===== config.mk =====
export PLATFORM = sky130hd
export DESIGN_NAME = mem_access_stage_flat
export DESIGN_NICKNAME = d
export VERILOG_FILES = /design/src/rtl/mem_access_stage_pkg.sv /design/src/rtl/mem_access_stage_if.sv /design/src/rtl/mem_access_stage_align.sv /design/src/rtl/mem_access_stage.sv /design/src/flat_wrapper.sv
export SDC_FILE = /design/constraint.sdc
export NUM_CORES = 1
export LEC_CHECK = 0
export ABC_CLOCK_PERIOD_IN_PS = 2500
export CAP_MARGIN = 20
export CORE_ASPECT_RATIO = 1.1
export CORE_MARGIN = 2
export CORE_UTILIZATION = 45
export CTS_CLUSTER_SIZE = 16
export DETAILED_ROUTE_END_ITERATION = 8
export PLACE_DENSITY_LB_ADDON = 0.1
export SYNTH_ARGS = -nofsm -noshare
export SYNTH_HDL_FRONTEND = slang
export SYNTH_SLANG_ARGS = --single-unit

===== constraint.sdc =====
create_clock -name clk -period 2.5 [get_ports clk]
set_clock_uncertainty 0.05 [all_clocks]
set_input_delay 0.375 -clock clk [delete_from_list [all_inputs] [get_ports clk]]
set_output_delay 0.375 -clock clk [all_outputs]
set_load 0.01 [all_outputs]

===== src/rtl/mem_access_stage_pkg.sv =====
// Shared types for the memory-access stage: uop bundles, sizes, exception codes.
// Also holds small helpers used by the stage and its lane aligner.
package mem_access_stage_pkg;

    localparam int XLEN   = 32;
    localparam int NBYTES = XLEN / 8;

    typedef enum logic [1:0] {
        MEM_B = 2'd0,
        MEM_H = 2'd1,
        MEM_W = 2'd2
    } mem_size_t;

    typedef enum logic [3:0] {
        EX_NONE           = 4'd0,
        EX_ILLEGAL        = 4'd2,
        EX_MEM_MISALIGNED = 4'd4
    } ex_t;

    typedef enum logic [1:0] {
        S_IDLE,
        S_REQ,
        S_RESP
    } state_t;

    typedef struct packed {
        logic      isLd;
        logic      isSt;
        mem_size_t size;
        logic      isSigned;
    } mem_op_t;

    typedef struct packed {
        logic [4:0]      rd;
        logic [XLEN-1:0] rdVal;
        logic [XLEN-1:0] rs2Val;
        mem_op_t         memOp;
        logic            flagsValid;
        logic [4:0]      flags;
        ex_t             ex;
        logic            exValid;
    } execute_t;

    typedef struct packed {
        logic [4:0]      rd;
        logic [XLEN-1:0] rdVal;
        logic            flagsValid;
        logic [4:0]      flags;
        ex_t             ex;
        logic            exValid;
    } memory_t;

    function automatic logic misaligned(mem_size_t s, logic [1:0] a);
        case (s)
            MEM_B:   return 1'b0;
            MEM_H:   return a[0];
            default: return a != 2'b00;
        endcase
    endfunction

    function automatic memory_t to_mem(execute_t x);
        memory_t m;
        m.rd         = x.rd;
        m.rdVal      = x.rdVal;
        m.flagsValid = x.flagsValid;
        m.flags      = x.flags;
        m.ex         = x.ex;
        m.exValid    = x.exValid;
        return m;
    endfunction

endpackage


===== src/rtl/mem_access_stage_if.sv =====
// Pipeline handshake and bypass interfaces shared between stages.
// Modports are named from the point of view of the stage owning the port.
interface pipeline_if;
    logic valid;
    logic stall;
    modport Upstream(input valid, output stall);
    modport Downstream(output valid, input stall);
endinterface

interface bypass_if;
    logic                                  rValid;
    logic [4:0]                            r;
    logic [mem_access_stage_pkg::XLEN-1:0] rVal;
    logic                                  flagsValid;
    logic [4:0]                            flags;
    modport Source(output rValid, r, rVal, flagsValid, flags);
    modport Sink(input rValid, r, rVal, flagsValid, flags);
endinterface


===== src/rtl/mem_access_stage_align.sv =====
// Byte-lane steering: store enables/replicated data, load lane extract/extend.
// Purely combinational; callers guarantee the access is aligned.
module mem_lane_align
    import mem_access_stage_pkg::*;
(
    input  logic [1:0]        addr_i,
    input  mem_size_t         size_i,
    input  logic              signed_i,
    input  logic [XLEN-1:0]   sdata_i,
    input  logic [XLEN-1:0]   rdata_i,
    output logic [NBYTES-1:0] be_o,
    output logic [XLEN-1:0]   wdata_o,
    output logic [XLEN-1:0]   ldata_o
);

    logic [XLEN-1:0] shifted;

    assign shifted = rdata_i >> {addr_i, 3'b000};

    always_comb begin
        be_o    = '1;
        wdata_o = sdata_i;
        ldata_o = shifted;
        case (size_i)
            MEM_B: begin
                be_o    = NBYTES'(1) << addr_i;
                wdata_o = {NBYTES{sdata_i[7:0]}};
                ldata_o = {{(XLEN-8){signed_i & shifted[7]}},
                           shifted[7:0]};
            end
            MEM_H: begin
                be_o    = NBYTES'(3) << addr_i;
                wdata_o = {(NBYTES/2){sdata_i[15:0]}};
                ldata_o = {{(XLEN-16){signed_i & shifted[15]}},
                           shifted[15:0]};
            end
            default: ;
        endcase
    end

endmodule


===== src/rtl/mem_access_stage.sv =====
// Memory-access stage: runs loads/stores on a single-port data bus,
// registers results for writeback and exposes them as a bypass source.
module mem_access_stage
    import mem_access_stage_pkg::*;
(
    input  logic                clk,
    input  logic                rst,
    pipeline_if.Upstream        u,
    pipeline_if.Downstream      d,
    input  execute_t            uopIn,
    output memory_t             uopOut,
    bypass_if.Source            memBypass,
    output logic                dmem_req,
    output logic                dmem_we,
    output logic [XLEN-3:0]     dmem_addr,
    output logic [NBYTES-1:0]   dmem_be,
    output logic [XLEN-1:0]     dmem_wdata,
    input  logic                dmem_gnt,
    input  logic                dmem_rvalid,
    input  logic [XLEN-1:0]     dmem_rdata
);

    state_t          state_q, state_d;
    execute_t        op_q, op_d;
    memory_t         out_q, out_d;
    logic            dvalid_q, dvalid_d;
    logic            out_stall, accept, is_mem, mis, go_bus, retire;
    memory_t         ret_uop;
    logic [XLEN-1:0] ldata;

    assign out_stall = dvalid_q & d.stall;
    assign u.stall   = (state_q != S_IDLE) | out_stall;
    assign accept    = u.valid & ~u.stall;
    assign is_mem    = (uopIn.memOp.isLd | uopIn.memOp.isSt)
                     & ~uopIn.exValid;
    assign mis       = misaligned(uopIn.memOp.size, uopIn.rdVal[1:0]);
    assign go_bus    = accept & is_mem & ~mis;

    mem_lane_align u_align (
        .addr_i   (op_q.rdVal[1:0]),
        .size_i   (op_q.memOp.size),
        .signed_i (op_q.memOp.isSigned),
        .sdata_i  (op_q.rs2Val),
        .rdata_i  (dmem_rdata),
        .be_o     (dmem_be),
        .wdata_o  (dmem_wdata),
        .ldata_o  (ldata)
    );

    always_ff @(posedge clk) begin
        if (rst) state_q <= S_IDLE;
        else     state_q <= state_d;
    end

    always_comb begin
        state_d = state_q;
        case (state_q)
            S_IDLE: if (go_bus) state_d = S_REQ;
            S_REQ:  if (dmem_gnt)
                        state_d = op_q.memOp.isLd ? S_RESP : S_IDLE;
            S_RESP: if (dmem_rvalid) state_d = S_IDLE;
            default: state_d = S_IDLE;
        endcase
    end

    always_comb begin
        dmem_req  = (state_q == S_REQ);
        dmem_we   = dmem_req & op_q.memOp.isSt;
        dmem_addr = op_q.rdVal[XLEN-1:2];
    end

    // Out register is always empty in REQ/RESP, so retires never collide
    always_comb begin
        retire  = 1'b0;
        ret_uop = out_q;
        case (state_q)
            S_IDLE: if (accept && !go_bus) begin
                retire  = 1'b1;
                ret_uop = to_mem(uopIn);
                if (is_mem) begin
                    ret_uop.rd      = '0;
                    ret_uop.ex      = EX_MEM_MISALIGNED;
                    ret_uop.exValid = 1'b1;
                end
            end
            S_REQ: if (dmem_gnt && !op_q.memOp.isLd) begin
                retire     = 1'b1;
                ret_uop    = to_mem(op_q);
                ret_uop.rd = '0;
            end
            S_RESP: if (dmem_rvalid) begin
                retire        = 1'b1;
                ret_uop       = to_mem(op_q);
                ret_uop.rdVal = ldata;
            end
            default: ;
        endcase
    end

    always_comb begin
        dvalid_d = dvalid_q;
        out_d    = out_q;
        op_d     = go_bus ? uopIn : op_q;
        if (!out_stall) begin
            dvalid_d = retire;
            if (retire) out_d = ret_uop;
        end
    end

    always_ff @(posedge clk) begin
        if (rst) begin
            dvalid_q <= 1'b0;
            out_q    <= '0;
            op_q     <= '0;
        end else begin
            dvalid_q <= dvalid_d;
            out_q    <= out_d;
            op_q     <= op_d;
        end
    end

    assign d.valid              = dvalid_q;
    assign uopOut               = out_q;
    assign memBypass.rValid     = dvalid_q & (out_q.rd != '0)
                                & ~out_q.exValid;
    assign memBypass.r          = out_q.rd;
    assign memBypass.rVal       = out_q.rdVal;
    assign memBypass.flagsValid = dvalid_q & out_q.flagsValid;
    assign memBypass.flags      = out_q.flags;

endmodule


===== src/flat_wrapper.sv =====
// flat-port wrapper written by rule: the top's interface ports become plain ports
module mem_access_stage_flat import mem_access_stage_pkg::*;
  (clk, rst, uopIn, uopOut, dmem_req, dmem_we, dmem_addr, dmem_be, dmem_wdata, dmem_gnt, dmem_rvalid, dmem_rdata, u_valid, u_stall, d_valid, d_stall, memBypass_rValid, memBypass_r, memBypass_rVal, memBypass_flagsValid, memBypass_flags);
  pipeline_if u_i ();
  pipeline_if d_i ();
  bypass_if memBypass_i ();
  input  logic clk;
  input  logic rst;
  input  execute_t uopIn;
  output memory_t uopOut;
  output logic dmem_req;
  output logic dmem_we;
  output logic [XLEN-3:0] dmem_addr;
  output logic [NBYTES-1:0] dmem_be;
  output logic [XLEN-1:0] dmem_wdata;
  input  logic dmem_gnt;
  input  logic dmem_rvalid;
  input  logic [XLEN-1:0] dmem_rdata;
  input wire logic [$bits(u_i.valid)-1:0] u_valid;
  output wire logic [$bits(u_i.stall)-1:0] u_stall;
  output wire logic [$bits(d_i.valid)-1:0] d_valid;
  input wire logic [$bits(d_i.stall)-1:0] d_stall;
  output wire logic [$bits(memBypass_i.rValid)-1:0] memBypass_rValid;
  output wire logic [$bits(memBypass_i.r)-1:0] memBypass_r;
  output wire logic [$bits(memBypass_i.rVal)-1:0] memBypass_rVal;
  output wire logic [$bits(memBypass_i.flagsValid)-1:0] memBypass_flagsValid;
  output wire logic [$bits(memBypass_i.flags)-1:0] memBypass_flags;
  assign u_i.valid = u_valid;
  assign u_stall = u_i.stall;
  assign d_valid = d_i.valid;
  assign d_i.stall = d_stall;
  assign memBypass_rValid = memBypass_i.rValid;
  assign memBypass_r = memBypass_i.r;
  assign memBypass_rVal = memBypass_i.rVal;
  assign memBypass_flagsValid = memBypass_i.flagsValid;
  assign memBypass_flags = memBypass_i.flags;
  mem_access_stage u_core (.clk(clk), .rst(rst), .u(u_i), .d(d_i), .uopIn(uopIn), .uopOut(uopOut), .memBypass(memBypass_i), .dmem_req(dmem_req), .dmem_we(dmem_we), .dmem_addr(dmem_addr), .dmem_be(dmem_be), .dmem_wdata(dmem_wdata), .dmem_gnt(dmem_gnt), .dmem_rvalid(dmem_rvalid), .dmem_rdata(dmem_rdata));
endmodule

==> flow_metrics.env <==
export IMPL_outcome="finished, final reports clean"
export IMPL_maxSlewViolCount=0
export IMPL_antenna_found_initial=0
export IMPL_grt_pass1_wl_um=38000
export IMPL_drt_initial_drc_count=495
export IMPL_portBuffers=284
export IMPL_grt_ovfl_total=0
export IMPL_clock_latency_ps=420
export IMPL_gr_max_usage_layer="met2"
export IMPL_final_antenna_net_count=0
export IMPL_start_kind="flop"
export IMPL_vias_per_cell=5.47
export IMPL_placedCellCount=1320
export IMPL_fillerInstances=1465
export IMPL_finalNonFillerCells=1351
export IMPL_htree_levels=4
export IMPL_finalHoldViolCount=0
export IMPL_synth_top_area_frac=0.359
export IMPL_crit_required_ps=2080
export IMPL_n_antenna_cell=0
export IMPL_setup_viol=0
export IMPL_grt_use_met1=0.343
export IMPL_tightest_slew_ps=1110
export IMPL_finalCritPeriodShare=0.967
export IMPL_rrSetupSlack_ps=200
export IMPL_holdPathEnd="u_core.op_q[9]$_SDFFE_PP0P_"
export IMPL_grt_total_usage=0.269
export IMPL_r2r_end="u_core.memBypass.rVal[10]$_SDFFE_PP0P_"
export IMPL_fin_crit_ps=2420
export IMPL_reg2reg_depth=7
export IMPL_cp_max_fo=8
export IMPL_synth_avg_cell_area_sq_um=7.90
export IMPL_cts_resized_gates=1
export IMPL_cts_buffers_inserted=17
export IMPL_num_nets_final=1263
export IMPL_die_x_um=128
export IMPL_yosys_register_bits=136
export IMPL_cts_root_buf="clkbuf_16"
export IMPL_drive_gt1_frac=0.106
export IMPL_switching_share=0.342
export IMPL_vdd_drop_max_mv=0.491
export IMPL_gp_congestion=0.864
export IMPL_arrival_ps=1990
export IMPL_areaGrowthSynthToFinish_pct=40.9
export IMPL_clkPwrFrac=0.294
export IMPL_rows=49
export IMPL_tritoncts="yes"
export IMPL_reg2reg_from="u_core.state_q[0]$_SDFFE_PP0P_"
export IMPL_clk_pin_slew_ps=60
export IMPL_vias=7390
export IMPL_min_path_type="flop to flop"
export IMPL_most_common_layout_cells="clkdlybuf4s50_1, nand2_1, a21oi_1, dfxtp_1, nor2_1"
export IMPL_use_met2=0.441
export IMPL_post_cts_setup_buffers=0
export IMPL_totalWireLength_um=24600
export IMPL_grt_max_degree=104
export IMPL_hold_path_depth=2
export IMPL_combPwrFrac=0.400
export IMPL_synth_ff_type="dfxtp_1"
export IMPL_seq_power_share=0.305
export IMPL_ys_async_sr_fraction=0
export IMPL_hold_start="u_core.op_q[9]$_SDFFE_PP0P_"
export IMPL_drcViolationCount=0
export IMPL_grt_pass1_vias=6951
export IMPL_place_area_sq_mm=0.0100
export IMPL_cap_violations=0
export IMPL_ys_types=55
export IMPL_ys_seq_area_frac=0.359
export IMPL_finalHoldWorstSlack_ps=405
export IMPL_ys_warn_count=0
export IMPL_synth_edf_count=0
export IMPL_switchingPower_mw=3.08
export IMPL_postSynthCellCount=959
export IMPL_mostFrequentLayoutCell="clkdlybuf4s50_1"
export IMPL_powerDensity_mw_per_mm2=843
export IMPL_avgRoutedWirePerCell_um=18.2
export IMPL_dr_pass1_iters=5
export IMPL_ios=285
export IMPL_fp_dieArea_sq_mm=0.0179
export IMPL_final_core_util=0.650
export IMPL_hold_buffers=0
export IMPL_netlist_area_sq_mm=0.00758
export IMPL_grt_met3_usage=0.0718
export IMPL_start_util=0.461
export IMPL_maxSlewHeadroom=0.261
export IMPL_clockBufferDepth=2
export IMPL_clock_fmax_mhz=414
export IMPL_end_kind="output port"
export IMPL_fin_area_sq_mm=0.0107
export IMPL_core_area_sq_mm=0.0164
export IMPL_fp_dieH_um=140
export IMPL_yosysTopAreaCell="dfxtp_1"
export IMPL_internal_power_mw=5.92
export IMPL_syn_num_nets=1087
export IMPL_leakagePower_nw=3.66
export IMPL_clock_sinks=136
export IMPL_crit_type="flop to output port"
export IMPL_dp_hpwl_um=17300
export IMPL_ys_top_cells_by_area="dfxtp_1, nand2_1, a21oi_1"
export IMPL_p_total_mw=9.00
-- metal layers --
layer | part of all wire | up-vias
li1 | - | 3612
met1 | 0.42 | 3445
met2 | 0.49 | 300
met3 | 0.076 | 33
met4 | 0.022 | 0
met5 | 0 | -
-- flip-flops by register name (all words and copies together) (netlist names) --
name,count
u_core.state_q,2
u_core.memBypass.flags,5
u_core.op_q,55
u_core.d.valid,1
u_core.uopOut,6
u_core.memBypass.r,5
u_core.memBypass.rVal,32
u_core.dmem_addr,30
-- worst max path at each step --
stage / slack (ps) / end / startpoint
floorplan: 360 / u_core.memBypass.rVal[13]$_SDFFE_PP0P_ / u_core.state_q[1]$_SDFFE_PP0P_
global placement: 100 / u_core.memBypass.rVal[26]$_SDFFE_PP0P_ / dmem_rdata[31]
detailed placement: 30 / u_core.memBypass.rVal[28]$_SDFFE_PP0P_ / dmem_rdata[31]
CTS: 20 / dmem_be[2] / u_core.op_q[48]$_SDFFE_PP0P_
global route: -0.8 / dmem_wdata[8] / u_core.op_q[12]$_SDFFE_PP0P_
finish: 80 / dmem_wdata[8] / u_core.op_q[12]$_SDFFE_PP0P_
-- final cells by class --
cell class | instances | area [sq um] | area share
Clock buffer | 19 | 443 | 0.0415
Clock inverter | 12 | 176 | 0.0165
Inverter | 22 | 82.6 | 0.00773
Multi-Input combinational cell | 640 | 3830 | 0.359
Sequential cell | 136 | 2730 | 0.255
Tap cell | 204 | 255 | 0.0239
Timing Repair Buffer | 318 | 3170 | 0.297
-- synthesized netlist by cell type (2+ instances only) --
library cell  count
mux2_2           25
o32ai_2          12
nor2b_1          15
a221oi_1          7
o311ai_1          7
nand3_1           6
o21ai_1           8
or4_1            17
nand2_1         207
buf_1             6
a221oi_2          2
a22oi_1           3
a21oi_1         135
a22o_1            8
a32oi_1           2
dfxtp_1         136
o21a_1            2
a311oi_1          6
nor3_1            2
nor3b_1           2
and2_1           11
o21bai_1          2
o22ai_1           2
o2111ai_1        16
nand2b_1         13
clkbuf_1         46
buf_4            83
inv_1            21
nand3b_1          6
a211oi_1         18
o21ai_0          27
buf_2            20
o32ai_1           3
ha_1              5
buf_6             6
mux2i_1          17
nor2_1           37
-- through the flow --
stage | setup TNS, ps | setup WS (ps)
floorplan | 0 | 364
global placement | 0 | 101
detailed placement | 0 | 29.2
CTS | 0 | 15.4
global route | -0.841 | -0.841
finish | 0 | 83.2
-- critical path, stage by stage (launching register included) --
cell and delay (ps):
dfxtp_2 370, nor2_2 180, buf_6 170, mux2_2 350
clkdlybuf4s50_1 510
-- cells by family after synthesis --
family          synth area share
flops                      0.359
compound gates             0.240
mux                       0.0596
buf+inv                    0.141
xor+xnor                 0.00116
fa+ha+maj                0.00825
simple gates               0.190
-- power by group through the flow --
stage	clock (mW)	combinational (mW)	sequential (mW)
after detailed placement	0	3.59	2.80
after global placement	0	3.58	2.79
after global routing	2.78	3.88	2.79
after floorplan	0	2.07	2.83
final	2.65	3.60	2.75
after CTS	2.68	3.61	2.75
(Power assumes the default switching activity.)
